## src/rtl/de_port_arbiter.sv

```systemverilog
// Round-robin arbiter sharing the drawing-engine memory port between two masters.
// Optional burst locking is compiled in with the DE_ARB_LOCK_EN macro.
module de_port_arbiter #(
   parameter int ADDR_W  = 18,
   parameter int DATA_W  = 32,
   parameter int NBYTE_W = 4
) (
   input  logic               clk,
   input  logic               rst_n,
   input  logic               m0_req,
   output logic               m0_ack,
   input  logic [ADDR_W-1:0]  m0_addr,
   input  logic [NBYTE_W-1:0] m0_nbyte,
   input  logic               m0_rnw,
   input  logic [DATA_W-1:0]  m0_w_data,
   output logic [DATA_W-1:0]  m0_r_data,
`ifdef DE_ARB_LOCK_EN
   input  logic               m0_lock,
   input  logic               m1_lock,
`endif
   input  logic               m1_req,
   output logic               m1_ack,
   input  logic [ADDR_W-1:0]  m1_addr,
   input  logic [NBYTE_W-1:0] m1_nbyte,
   input  logic               m1_rnw,
   input  logic [DATA_W-1:0]  m1_w_data,
   output logic [DATA_W-1:0]  m1_r_data,
   output logic               de_req,
   input  logic               de_ack,
   output logic [ADDR_W-1:0]  de_addr,
   output logic [NBYTE_W-1:0] de_nbyte,
   output logic               de_rnw,
   output logic [DATA_W-1:0]  de_w_data,
   input  logic [DATA_W-1:0]  de_r_data,
   output logic               grant_id
);

   typedef enum logic [1:0] {IDLE = 2'd0, GNT0 = 2'd1, GNT1 = 2'd2} state_t;

   state_t state_reg, state_next;
   logic   last_reg, last_next;
   logic   grant_id_reg, grant_id_next;
   logic   lock0, lock1;

`ifdef DE_ARB_LOCK_EN
   assign lock0 = m0_lock;
   assign lock1 = m1_lock;
`else
   assign lock0 = 1'b0;
   assign lock1 = 1'b0;
`endif

   always_ff @(posedge clk or negedge rst_n) begin
      if (!rst_n) begin
         state_reg    <= IDLE;
         last_reg     <= 1'b1;
         grant_id_reg <= 1'b0;
      end else begin
         state_reg    <= state_next;
         last_reg     <= last_next;
         grant_id_reg <= grant_id_next;
      end
   end

   always_comb begin
      state_next = state_reg;
      last_next  = last_reg;
      case (state_reg)
         IDLE: begin
            if (m0_req && m1_req)
               state_next = last_reg ? GNT0 : GNT1;
            else if (m0_req)
               state_next = GNT0;
            else if (m1_req)
               state_next = GNT1;
         end
         GNT0: begin
            // A dropped request abandons the access; a late ack is then ignored in IDLE.
            if (!m0_req)
               state_next = IDLE;
            else if (de_ack) begin
               last_next = 1'b0;
               if (lock0)
                  state_next = GNT0;
               else if (m1_req)
                  state_next = GNT1;
               else
                  state_next = IDLE;
            end
         end
         GNT1: begin
            if (!m1_req)
               state_next = IDLE;
            else if (de_ack) begin
               last_next = 1'b1;
               if (lock1)
                  state_next = GNT1;
               else if (m0_req)
                  state_next = GNT0;
               else
                  state_next = IDLE;
            end
         end
         default: state_next = IDLE;
      endcase
   end

   always_comb begin
      grant_id_next = grant_id_reg;
      if (state_next == GNT0)
         grant_id_next = 1'b0;
      else if (state_next == GNT1)
         grant_id_next = 1'b1;
   end

   always_comb begin
      de_req    = 1'b0;
      de_addr   = '0;
      de_nbyte  = '0;
      de_rnw    = 1'b0;
      de_w_data = '0;
      m0_ack    = 1'b0;
      m1_ack    = 1'b0;
      m0_r_data = '0;
      m1_r_data = '0;
      case (state_reg)
         GNT0: begin
            de_req    = m0_req;
            de_addr   = m0_addr;
            de_nbyte  = m0_nbyte;
            de_rnw    = m0_rnw;
            de_w_data = m0_w_data;
            m0_ack    = de_ack;
            m0_r_data = de_r_data;
         end
         GNT1: begin
            de_req    = m1_req;
            de_addr   = m1_addr;
            de_nbyte  = m1_nbyte;
            de_rnw    = m1_rnw;
            de_w_data = m1_w_data;
            m1_ack    = de_ack;
            m1_r_data = de_r_data;
         end
         default: ;
      endcase
   end

   assign grant_id = grant_id_reg;

endmodule

```

## config.mk

```make
export PLATFORM = sky130hd
export DESIGN_NAME = de_port_arbiter
export DESIGN_NICKNAME = d
export VERILOG_FILES = /design/src/rtl/de_port_arbiter.sv
export SDC_FILE = /design/constraint.sdc
export NUM_CORES = 1
export LEC_CHECK = 0
export BUFFER_PORTS_ARGS = -buffer_cell sky130_fd_sc_hd__buf_2
export CORE_AREA = 2 2 104 106
export CTS_BUF_LIST = sky130_fd_sc_hd__clkbuf_4 sky130_fd_sc_hd__clkbuf_8
export DETAILED_ROUTE_END_ITERATION = 7
export DIE_AREA = 0 0 106 108
export GPL_ROUTABILITY_DRIVEN = 0
export SYNTH_ARGS = -nofsm -noshare
export SYNTH_HDL_FRONTEND = slang
export SYNTH_SLANG_ARGS = --single-unit
export TNS_END_PERCENT = 50
```

## constraint.sdc

```tcl
create_clock -name clk -period 2.3 [get_ports clk]
set_input_delay 0.115 -clock clk [delete_from_list [all_inputs] [get_ports clk]]
set_output_delay 0.115 -clock clk [all_outputs]
set_load 0.02 [all_outputs]
```

=== Word-level counts from Yosys, hierarchy flattened ===
Index checks and enable logic that the tools add are counted.

* Bits in registers: 4
* Bits of input ports: 147
* Output and inout port bits: 123

* Equality and inequality tests: 8
* Multiplexer cells: 27
* Reduce and logical (&&, ||, !) cells: 5

{| class="wikitable"
|+ Operators by type and width
! kind !! count
|-
| 32-bit 2-to-1 mux || 2
|-
| 32-bit one-hot mux with 2 select lines || 1
|-
| 18-bit one-hot mux with 2 select lines || 1
|-
| 2-bit 2-to-1 mux || 9
|-
| 1-bit 2-to-1 mux || 9
|-
| 2-bit inequality test, second input constant || 4
|-
| 4-bit one-hot mux with 2 select lines || 1
|-
| 1-bit one-hot mux with 2 select lines || 3
|-
| 2-bit one-hot mux with 3 select lines || 1
|-
| 5-bit AND reduction || 1
|-
| 2-bit by 1-bit == test with 1-bit output, second input constant || 2
|-
| 2-bit == test, second input constant || 2
|-
| 2-bit nonzero test || 2
|-
| 2-bit logical NOT || 1
|-
| 1-bit logical AND || 1
|}

=== Longest topological paths before layout ===
Gate-level depths: netlist of the first run.

* Depth in word-level cells: 7
* Mapped depth: 9

=== Worst setup path before layout of the first run ===
No wires, ideal clock.

* Kind: register -> register
* Start: register state_reg[0]
* End: register grant_id_reg, in the netlist grant_id
* Arrival: 1715 ps
* Required time: 2178 ps
* Setup slack: 463 ps
* Cell stages (with the launch flop): 10
* Buffers on the path: 2
* Clock period less this slack: 1837 ps
* Path through: dfrtp_1 > inv_1 > ha_1 > clkbuf_8 > buf_4 > a22o_1 > nand3_1 > o211ai_1 > ha_1 > mux2i_1

* Longest elaborated chain between the ends: 6
* Elaborated cells between the ends (all ways): 15

{| class="wikitable"
|+ RTL lines
! what !! RTL line !! source
|-
| from (decl) || 40 || <nowiki>state_t state_reg, state_next;</nowiki>
|-
| from (signal assigned) || 59 || <nowiki>state_reg <= state_next;</nowiki>
|-
| 2-bit 2-to-1 mux || 74 || <nowiki>else if (m1_req)</nowiki>
|-
| 2-bit 2-to-1 mux || 72 || <nowiki>else if (m0_req)</nowiki>
|-
| 2-bit 2-to-1 mux || 70 || <nowiki>if (m0_req && m1_req)</nowiki>
|-
| 2-bit one-hot mux with 3 select lines (*) || 68 || <nowiki>case (state_reg)</nowiki>
|-
| net state_next[0] || 40 ||
|-
| 2-bit by 1-bit == test with 1-bit output / 2-bit == test (equally long branches) || 110, 112 ||
|-
| 1-bit 2-to-1 mux / 2-bit nonzero test (equally long branches) || -- ||
|-
| to (signal assigned) || 61 || <nowiki>grant_id_reg <= grant_id_next;</nowiki>
|-
| to (decl) || 42 || <nowiki>logic grant_id_reg, grant_id_next;</nowiki>
|}

Mark *: on every way through the listed nets, which the timed path passes. The rest lies on a longest branch.
A chain may end at the register's enable or synchronous reset.

=== Worst setup path in the final report of the first run ===
* Start: register state_reg[1]
* End: output de_w_data[7]

* Longest elaborated chain between the ends: 2
* Elaborated cells between the ends (all ways): 3

{| class="wikitable"
|+ RTL lines
! what !! RTL line !! source
|-
| 2-bit == test / 2-bit by 1-bit == test with 1-bit output (equally long branches) || 126 || <nowiki>case (state_reg)</nowiki>
|-
| 32-bit one-hot mux with 2 select lines (*) || 126 ||
|-
| to (decl) || 33 || <nowiki>output logic [DATA_W-1:0] de_w_data,</nowiki>
|}

Every way passes the cells marked *; elsewhere a longest branch is shown, timed or not.

==> results of run 1 <==
[worst max-delay path: cells and delay by family (launching register included)]
kind / cells / cell delay [ns]
adder cells (fa/ha/maj): 1 / 0.21
flip-flops: 1 / 0.44
AND/OR/NAND/NOR: 1 / 0.14
AO/OA/AOI/OAI: 1 / 0.17
buffers and inverters: 3 / 0.70
[stage by stage]
step           utilization, %  hold WS, ns  power (mW)
2_1_floorplan               -       -0.181        2.62
3_3_place_gp             29.9      -0.0765        3.52
3_5_place_dp             29.9      -0.0778        3.57
4_1_cts                  30.5        0.218        3.76
5_1_grt                  30.5        0.232        4.04
6_report                 30.5        0.217        3.73
[final timing paths]
kind | end | from | slack, ns
worst max register to register | grant_id$_DFFE_PN0P_ | state_reg[0]$_DFF_PN0_ | 0.55
worst min register to register | last_reg$_DFFE_PN1P_ | last_reg$_DFFE_PN1P_ | 0.52
worst max-delay path | de_w_data[7] | state_reg[1]$_DFF_PN0_ | 0.27
min in group clk | last_reg$_DFFE_PN1P_ | m1_req | 0.23
max in group asynchronous | last_reg$_DFFE_PN1P_ | rst_n | 1.88
worst min-delay path | grant_id$_DFFE_PN0P_ | rst_n | 0.22
[layer usage]
layer  up-vias  track usage [%]
li1       1325                -
met3         6             1.99
met4         0             3.10
met5         -                0
met1      1241             14.9
met2       133             24.6
[where the power goes]
group / internal, mW / switching, mW
Combinational: 1.33 / 2.08
Clock: 0.131 / 0.0432
Sequential: 0.109 / 0.0326
[cells by family after synthesis]
group	after synthesis	synth area share [%]
buffers and inverters	29	9.02
DFF	4	6.19
AOI/OAI and AO/OA	65	29.7
adders and majority gates	5	3.82
and+or+nand+nor	130	50.1
muxes	2	1.22
[area by class of cell]
cell class	instances	share of cell area [%]
Antenna cell	1	0.0802
Clock buffer	4	1.56
Inverter	3	0.361
Multi-Input combinational cell	202	44.6
Sequential cell	4	3.25
Tap cell	136	5.45
Timing Repair Buffer	275	44.7
[Yosys cell counts]
master / number
and2_1: 65
a22oi_1: 55
nor2b_1: 55
buf_2: 11
clkbuf_1: 11
ha_1: 5
a21oi_1: 3
and2_2: 3
dfrtp_1: 3
inv_1: 3
clkbuf_8: 2
mux2i_1: 2
nand2b_1: 2
a22o_1: 1
a2bb2oi_1: 1
a311o_1: 1
a311oi_1: 1
and4bb_1: 1
buf_4: 1
clkbuf_2: 1
dfstp_2: 1
nand2_1: 1
nand3_1: 1
nand4b_1: 1
nor2_1: 1
o211ai_1: 1
o21bai_1: 1
o22ai_1: 1
==> flow_summary.yaml, run 1 <==
synth:
  synth_top_area_cell: "a22oi_1"
  synth-seq-cells: 4
  syn_nets: 387
  synthCells: 235
  syn_area_um2: 1640
  ys_seq_area_share_pct: 6.19
  yosys_warnings: 0
  netlist-cell-type-count: 28
  avgSynthCellArea_um2: 6.96
  synth_top_area_share_pct: 25.2
  synthTopCellsByArea: "a22oi_1, and2_1, nor2b_1"
cts:
  cts_made_buffers: 3
  clk_latency_ns: 0.22
  post_cts_buffers: 0
  htreeDepth: 1
  path_clk_slew_ns: 0.04
  cts_tree: "built"
  cts_resized: 0
  clock_path_buffers: 2
  hold_buffers: 1
  clkSinkCount: 4
  root_buffer: "clkbuf_8"
run_status:
  outcome: "finished, final reports clean"
final_layout:
  largest_reg_flops: 2
  final-seq-area_um2: 101
  drive_gt1_share_pct: 58.2
  final_cells: 625
  layout_common_cells: "buf_2, and2_1, a22oi_1, nor2b_1, buf_4"
  finalInstanceArea_um2: 3120
  fill_cells: 1118
  final_common_cell: "buf_2"
  multi_input_area_um2: 1390
  area_delta_synth_final_pct: 90.7
  nNetsFinal: 641
floorplanning:
  initial_core_util_pct: 16.0
  ios: 270
  die_width_um: 106
  coreArea_um2: 10200
  dieArea_um2: 11400
  row_count: 37
  fp.dieH_um: 108
pwr:
  leakagePower_nw: 1.80
  ir_worst_vdd_mv: 0.735
  p_per_area_nw_per_um2: 1190
detailed_routing:
  dr_wl_met2_um: 4360
  vias: 2705
  routed.top_layer: "met4"
  viasPerCell: 4.33
  drt-met1-wl_um: 3130
  drc_errors: 0
  dr_wl_met3_um: 619
  postRouteAntennaNets: 0
  drt_iter0_markers: 229
  drt-wirelength-per-cell_um: 13.1
  routed_wirelength_um: 8180
  dr.pass1.iters: 5
timing:
  finalClockSkew_ns: 0.00546
  fin_crit_sh_pct: 88.3
  rsz0062_at_grt: "false"
  setup_slack_ns: 0.270
  hold_violations: 0
  final-setup-viol-count: 0
  post-route-min-period_ns: 2.03
  fmax_ghz: 0.493
  worst_slew_pin_slew_ns: 0.482
  tns_ns: 0
  maxSlewViolCount: 0
  timing.slew.headroom_pct: 67.9
setup_path:
  endpoint_kind: "primary output"
  start_kind: "flop"
  required_ns: 2.18
  arrival_ns: 1.92
  slowest_delay_ns: 0.44
  cp_slowest_cell: "dfrtp_1"
  crit_type: "reg -> out"
  r2r_cells: 6
  critPathMaxFanout: 55
  crit_chain: "inv_1, ha_2, buf_4, a22oi_1, nor2b_1, buf_2"
grt:
  grt_pass1_wl_um: 12100
  antenna_found_initial: 1
  grt_pass1_vias: 2417
  grt_max_degree: 57
  grt_util_all_layers_pct: 12.8
  overflow: 0
place:
  place_area_um2: 3060
  port_buffers: 269
  dp_cells: 619
  post-dp-hpwl_um: 6790
  pre_cts_ws_ns: 0.524
run:
  max-cap-violations: 0
hold_path:
  hold_class: "in -> async"
Note: power is estimated with default switching activity, not from simulation.
==> run 2: changes to the inputs <==
==> constraint.sdc (replaced) <==
create_clock -name clk -period 1.7 [get_ports clk]
set_input_delay 0.085 -clock clk [delete_from_list [all_inputs] [get_ports clk]]
set_output_delay 0.085 -clock clk [all_outputs]
set_load 0.02 [all_outputs]
==> flow_summary.yaml, run 2 (same netlist as run 1, synthesis figures left out) <==
setup_path:
  crit_chain: "inv_4, ha_4, a22o_1, nand3_1, o211ai_1, ha_1, mux2i_1"
  slowest_delay_ns: 0.45
  r2r_cells: 7
  r2r-end: "grant_id$_DFFE_PN0P_"
  endpoint_kind: "flop"
  crit_type: "reg -> reg"
  cp-startpoint: "state_reg[1]$_DFF_PN0_"
  start_kind: "flop"
  arrival_ns: 1.91
  r2r_start: "state_reg[1]$_DFF_PN0_"
  crit_family: "adder cells"
  critPathMaxFanout: 6
  cp_slowest_cell: "dfrtp_2"
  r2r_setup_slack_ns: -0.07
  required_ns: 1.85
  crit_buf_inv: 1
cts:
  cts_made_buffers: 3
  clock_path_buffers: 2
  clkSinkCount: 4
  root_buffer: "clkbuf_8"
  htreeDepth: 1
  path_clk_slew_ns: 0.04
  cts_tree: "built"
  clk_latency_ns: 0.22
detailed_routing:
  dr.pass1.iters: 4
  viasPerCell: 4.50
  drt_iter0_markers: 184
  drc_errors: 0
  routed_wirelength_um: 11400
  postRouteAntennaNets: 0
  drt-wirelength-per-cell_um: 17.8
  vias: 2887
place:
  port_buffers: 269
  pre_cts_ws_ns: -0.104
grt:
  grt_pass1_wl_um: 14700
  grt_pass1_vias: 2640
  grt_util_all_layers_pct: 16.2
  grt_max_degree: 57
  overflow: 0
  antenna_found_initial: 1
run_status:
  violations: "negative setup slack"
  outcome: "complete, but fails checks"
timing:
  final-setup-viol-count: 12
  timing.slew.headroom_pct: 81.2
  worst_slew_pin_slew_ns: 0.281
  tns_ns: -0.226
  fmax_ghz: 0.566
  finalClockSkew_ns: 0.0110
  hold_violations: 0
  hold_slack_ns: 0.192
  post-route-min-period_ns: 1.77
  fin_crit_sh_pct: 104
  setup_slack_ns: -0.0662
  maxSlewViolCount: 0
  rsz0062_at_grt: "true"
final_layout:
  nNetsFinal: 657
  drive_gt1_share_pct: 69.4
  final_common_cell: "buf_2"
  fin_util_pct: 39.7
  fill_cells: 1004
  layout_common_cells: "buf_2, buf_4, and2_1, nor2b_1, a22oi_2"
  largest_reg_flops: 2
  area_delta_synth_final_pct: 148
floorplanning:
  ios: 270
  coreArea_um2: 10200
  die_width_um: 106
  dieArea_um2: 11400
  row_count: 37
  fp.dieH_um: 108
  initial_core_util_pct: 16.0
run:
  max-cap-violations: 0
pwr:
  total_power_mw: 7.58
  p_per_area_nw_per_um2: 1860
  ir_worst_vdd_mv: 1.05
  leakagePower_nw: 2.02
hold_path:
  hold_class: "in -> async"
run 2: cell count changes in the layout (fill, tap and decap cells not counted), sizes merged:
cell,delta
buf,+9
clkbuf,+7
run 2: where the power goes:
| part | switching (mW) | leakage, nW | internal, mW |
|---|---|---|---|
| combinational | 3.65 | 1.95 | 3.48 |
| sequential | 0.0681 | 0.0432 | 0.152 |
| clock | 0.0549 | 0.0262 | 0.177 |
| total | 3.77 | 2.02 | 3.81 |
run 2: final cells by class:
cell class | count | area [um^2] | area share (%)
tap | 136 | 170 | 4.18
clock buffer | 4 | 48.8 | 1.20
sequential | 4 | 104 | 2.55
inverter | 3 | 16.3 | 0.400
multi-input combinational | 202 | 1630 | 40.1
antenna | 1 | 2.50 | 0.0615
timing repair buffer | 291 | 2090 | 51.5
run 2: how the worst max path moves through the flow:
| stage | to | depth (start not counted) |
|---|---|---|
| 2_1_floorplan | grant_id$_DFFE_PN0P_ | 9 |
| 3_3_place_gp | grant_id$_DFFE_PN0P_ | 6 |
| 3_5_place_dp | grant_id$_DFFE_PN0P_ | 6 |
| 4_1_cts | de_w_data[3] | 7 |
| 5_1_grt | grant_id$_DFFE_PN0P_ | 7 |
| 6_report | grant_id$_DFFE_PN0P_ | 7 |
run 2: timing repair:
action,CTS,global route
gates resized for setup,71,93
endpoints found under the hold margin,4,0
buffers inserted,5,2
endpoints found under the setup margin,105,73
pin swaps,0,7
hold buffers,1,0
gates cloned,6,7
run 2: stage by stage:
stage,std cells,instance area [um^2]
2_1_floorplan,235,1640
3_3_place_gp,617,3080
3_5_place_dp,617,3080
4_1_cts,633,3580
5_1_grt,641,4070
6_report,641,4070
run 2: per-layer routing:
layer | GRT usage, % | wire length, um | up-vias
li1 | - | - | 1368
met1 | 20.9 | 4700 | 1378
met2 | 28.8 | 5810 | 130
met3 | 2.47 | 692 | 11
met4 | 3.10 | 209 | 0
met5 | 0 | 0 | -
==> run 3: changes to the inputs <==
--- a/config.mk
+++ b/config.mk
@@ -11,6 +11,7 @@
 export DETAILED_ROUTE_END_ITERATION = 7
 export DIE_AREA = 0 0 106 108
 export GPL_ROUTABILITY_DRIVEN = 0
+export PLACE_DENSITY = 0.55
 export SYNTH_ARGS = -nofsm -noshare
 export SYNTH_HDL_FRONTEND = slang
 export SYNTH_SLANG_ARGS = --single-unit
==> flow_summary.yaml, run 3 (same netlist as run 1, synthesis figures left out) <==
detailed_routing:
  vias: 2737
  drt-wirelength-per-cell_um: 13.6
  dr.pass1.iters: 4
  routed_wirelength_um: 8600
  viasPerCell: 4.33
  drc_errors: 0
  postRouteAntennaNets: 0
  drt_iter0_markers: 133
final_layout:
  fill_cells: 1055
  final_cells: 632
  fin_util_pct: 34.7
  drive_gt1_share_pct: 61.7
  area_delta_synth_final_pct: 117
  multi_input_area_um2: 1470
  antenna_cells: 0
  nNetsFinal: 649
  final_common_cell: "buf_2"
  largest_reg_flops: 2
  final-seq-area_um2: 104
  layout_common_cells: "buf_2, buf_4, and2_1, nor2b_1, a22oi_1"
floorplanning:
  row_count: 37
  die_width_um: 106
  fp.dieH_um: 108
  ios: 270
  coreArea_um2: 10200
  dieArea_um2: 11400
  initial_core_util_pct: 16.0
cts:
  root_buffer: "clkbuf_8"
  clk_latency_ns: 0.22
  htreeDepth: 1
  path_clk_slew_ns: 0.03
  cts_made_buffers: 3
  cts_tree: "built"
  clkSinkCount: 4
  clock_path_buffers: 2
hold_path:
  hold_class: "in -> async"
setup_path:
  endpoint_kind: "flop"
  crit_type: "reg -> reg"
  r2r_cells: 6
  arrival_ns: 1.81
  required_ns: 1.80
  start_kind: "flop"
  critPathMaxFanout: 4
grt:
  antenna_found_initial: 0
  grt_util_all_layers_pct: 11.7
  grt_pass1_vias: 2571
  grt_max_degree: 57
  overflow: 0
  grt_pass1_wl_um: 11400
place:
  dp_cells: 621
  post-dp-hpwl_um: 6210
  port_buffers: 269
pwr:
  p_per_area_nw_per_um2: 1750
  leakagePower_nw: 1.88
  ir_worst_vdd_mv: 1.01
timing:
  rsz0062_at_grt: "true"
  finalClockSkew_ns: 0.00545
  final-setup-viol-count: 1
  hold_violations: 0
  post-route-min-period_ns: 1.71
  fin_crit_sh_pct: 101
  maxSlewViolCount: 0
  worst_slew_pin_slew_ns: 0.245
  fmax_ghz: 0.584
  setup_slack_ns: -0.0118
  timing.slew.headroom_pct: 83.6
run_status:
  outcome: "complete, but fails checks"
  violations: "negative setup slack"
run:
  max-cap-violations: 0
-- run 3: worst paths after layout --
kind                                        startpoint                      to  slack, ns
worst min-delay path                             rst_n  state_reg[1]$_DFF_PN0_       0.21
max in group asynchronous                        rst_n    last_reg$_DFFE_PN1P_       1.28
min in group clk                                m1_req    last_reg$_DFFE_PN1P_       0.21
worst max register to register  state_reg[1]$_DFF_PN0_    grant_id$_DFFE_PN0P_      -0.01
worst max-delay path            state_reg[1]$_DFF_PN0_    grant_id$_DFFE_PN0P_      -0.01
worst min register to register    last_reg$_DFFE_PN1P_    last_reg$_DFFE_PN1P_       0.52
-- run 3: where the power goes --
group	total (mW)	switching, mW	internal [mW]
Combinational	5.79	3.12	2.67
Sequential	0.216	0.0630	0.153
Clock	0.227	0.0508	0.176
-- run 3: final cells by class --
class                           instances  share of cell area (%)
Clock buffer                            4                    1.37
Sequential cell                         4                    2.92
Inverter                                3                   0.458
Multi-Input combinational cell        202                    41.3
Tap cell                              136                    4.79
Timing Repair Buffer                  283                    49.2
-- run 3: metrics by stage --
| step | hold slack [ns] | setup TNS [ns] | power, mW | setup WS [ns] | cell area [um^2] |
|---|---|---|---|---|---|
| global route | 0.207 | -1.93 | 6.67 | -0.104 | 3550 |
| floorplan | -0.211 | -0.0435 | 3.56 | -0.0435 | 1640 |
| detailed placement | -0.106 | -0.0835 | 4.93 | -0.0835 | 3090 |
| finish | 0.206 | -0.0118 | 6.23 | -0.0118 | 3550 |
| global placement | -0.106 | 0 | 4.89 | 0.00290 | 3090 |
| CTS | 0.197 | -0.450 | 5.34 | -0.0323 | 3200 |
-- run 3: worst max-delay path, stage by stage, from the launching register on --
cell and delay [ns]:
dfrtp_2 0.46, buf_6 0.15, mux2i_1 0.11, and4bb_1 0.25, a311oi_2 0.23, ha_1 0.28, mux2i_1 0.12
-- run 3: routing by layer --
layer	GRT usage, %	part of all wire, %
met5	0	0
met4	2.44	1.2
met3	1.87	6.8
met2	24.4	53
met1	12.3	39
-- run 3: repair_timing --
item                                    CTS  global route
endpoints found under the setup margin  104            90
pin swaps                                 1             4
setup buffers                             0             3
hold buffers                              1             0
hold endpoints to repair                  4             0
gates cloned                              0             3
resized for setup                        13            88
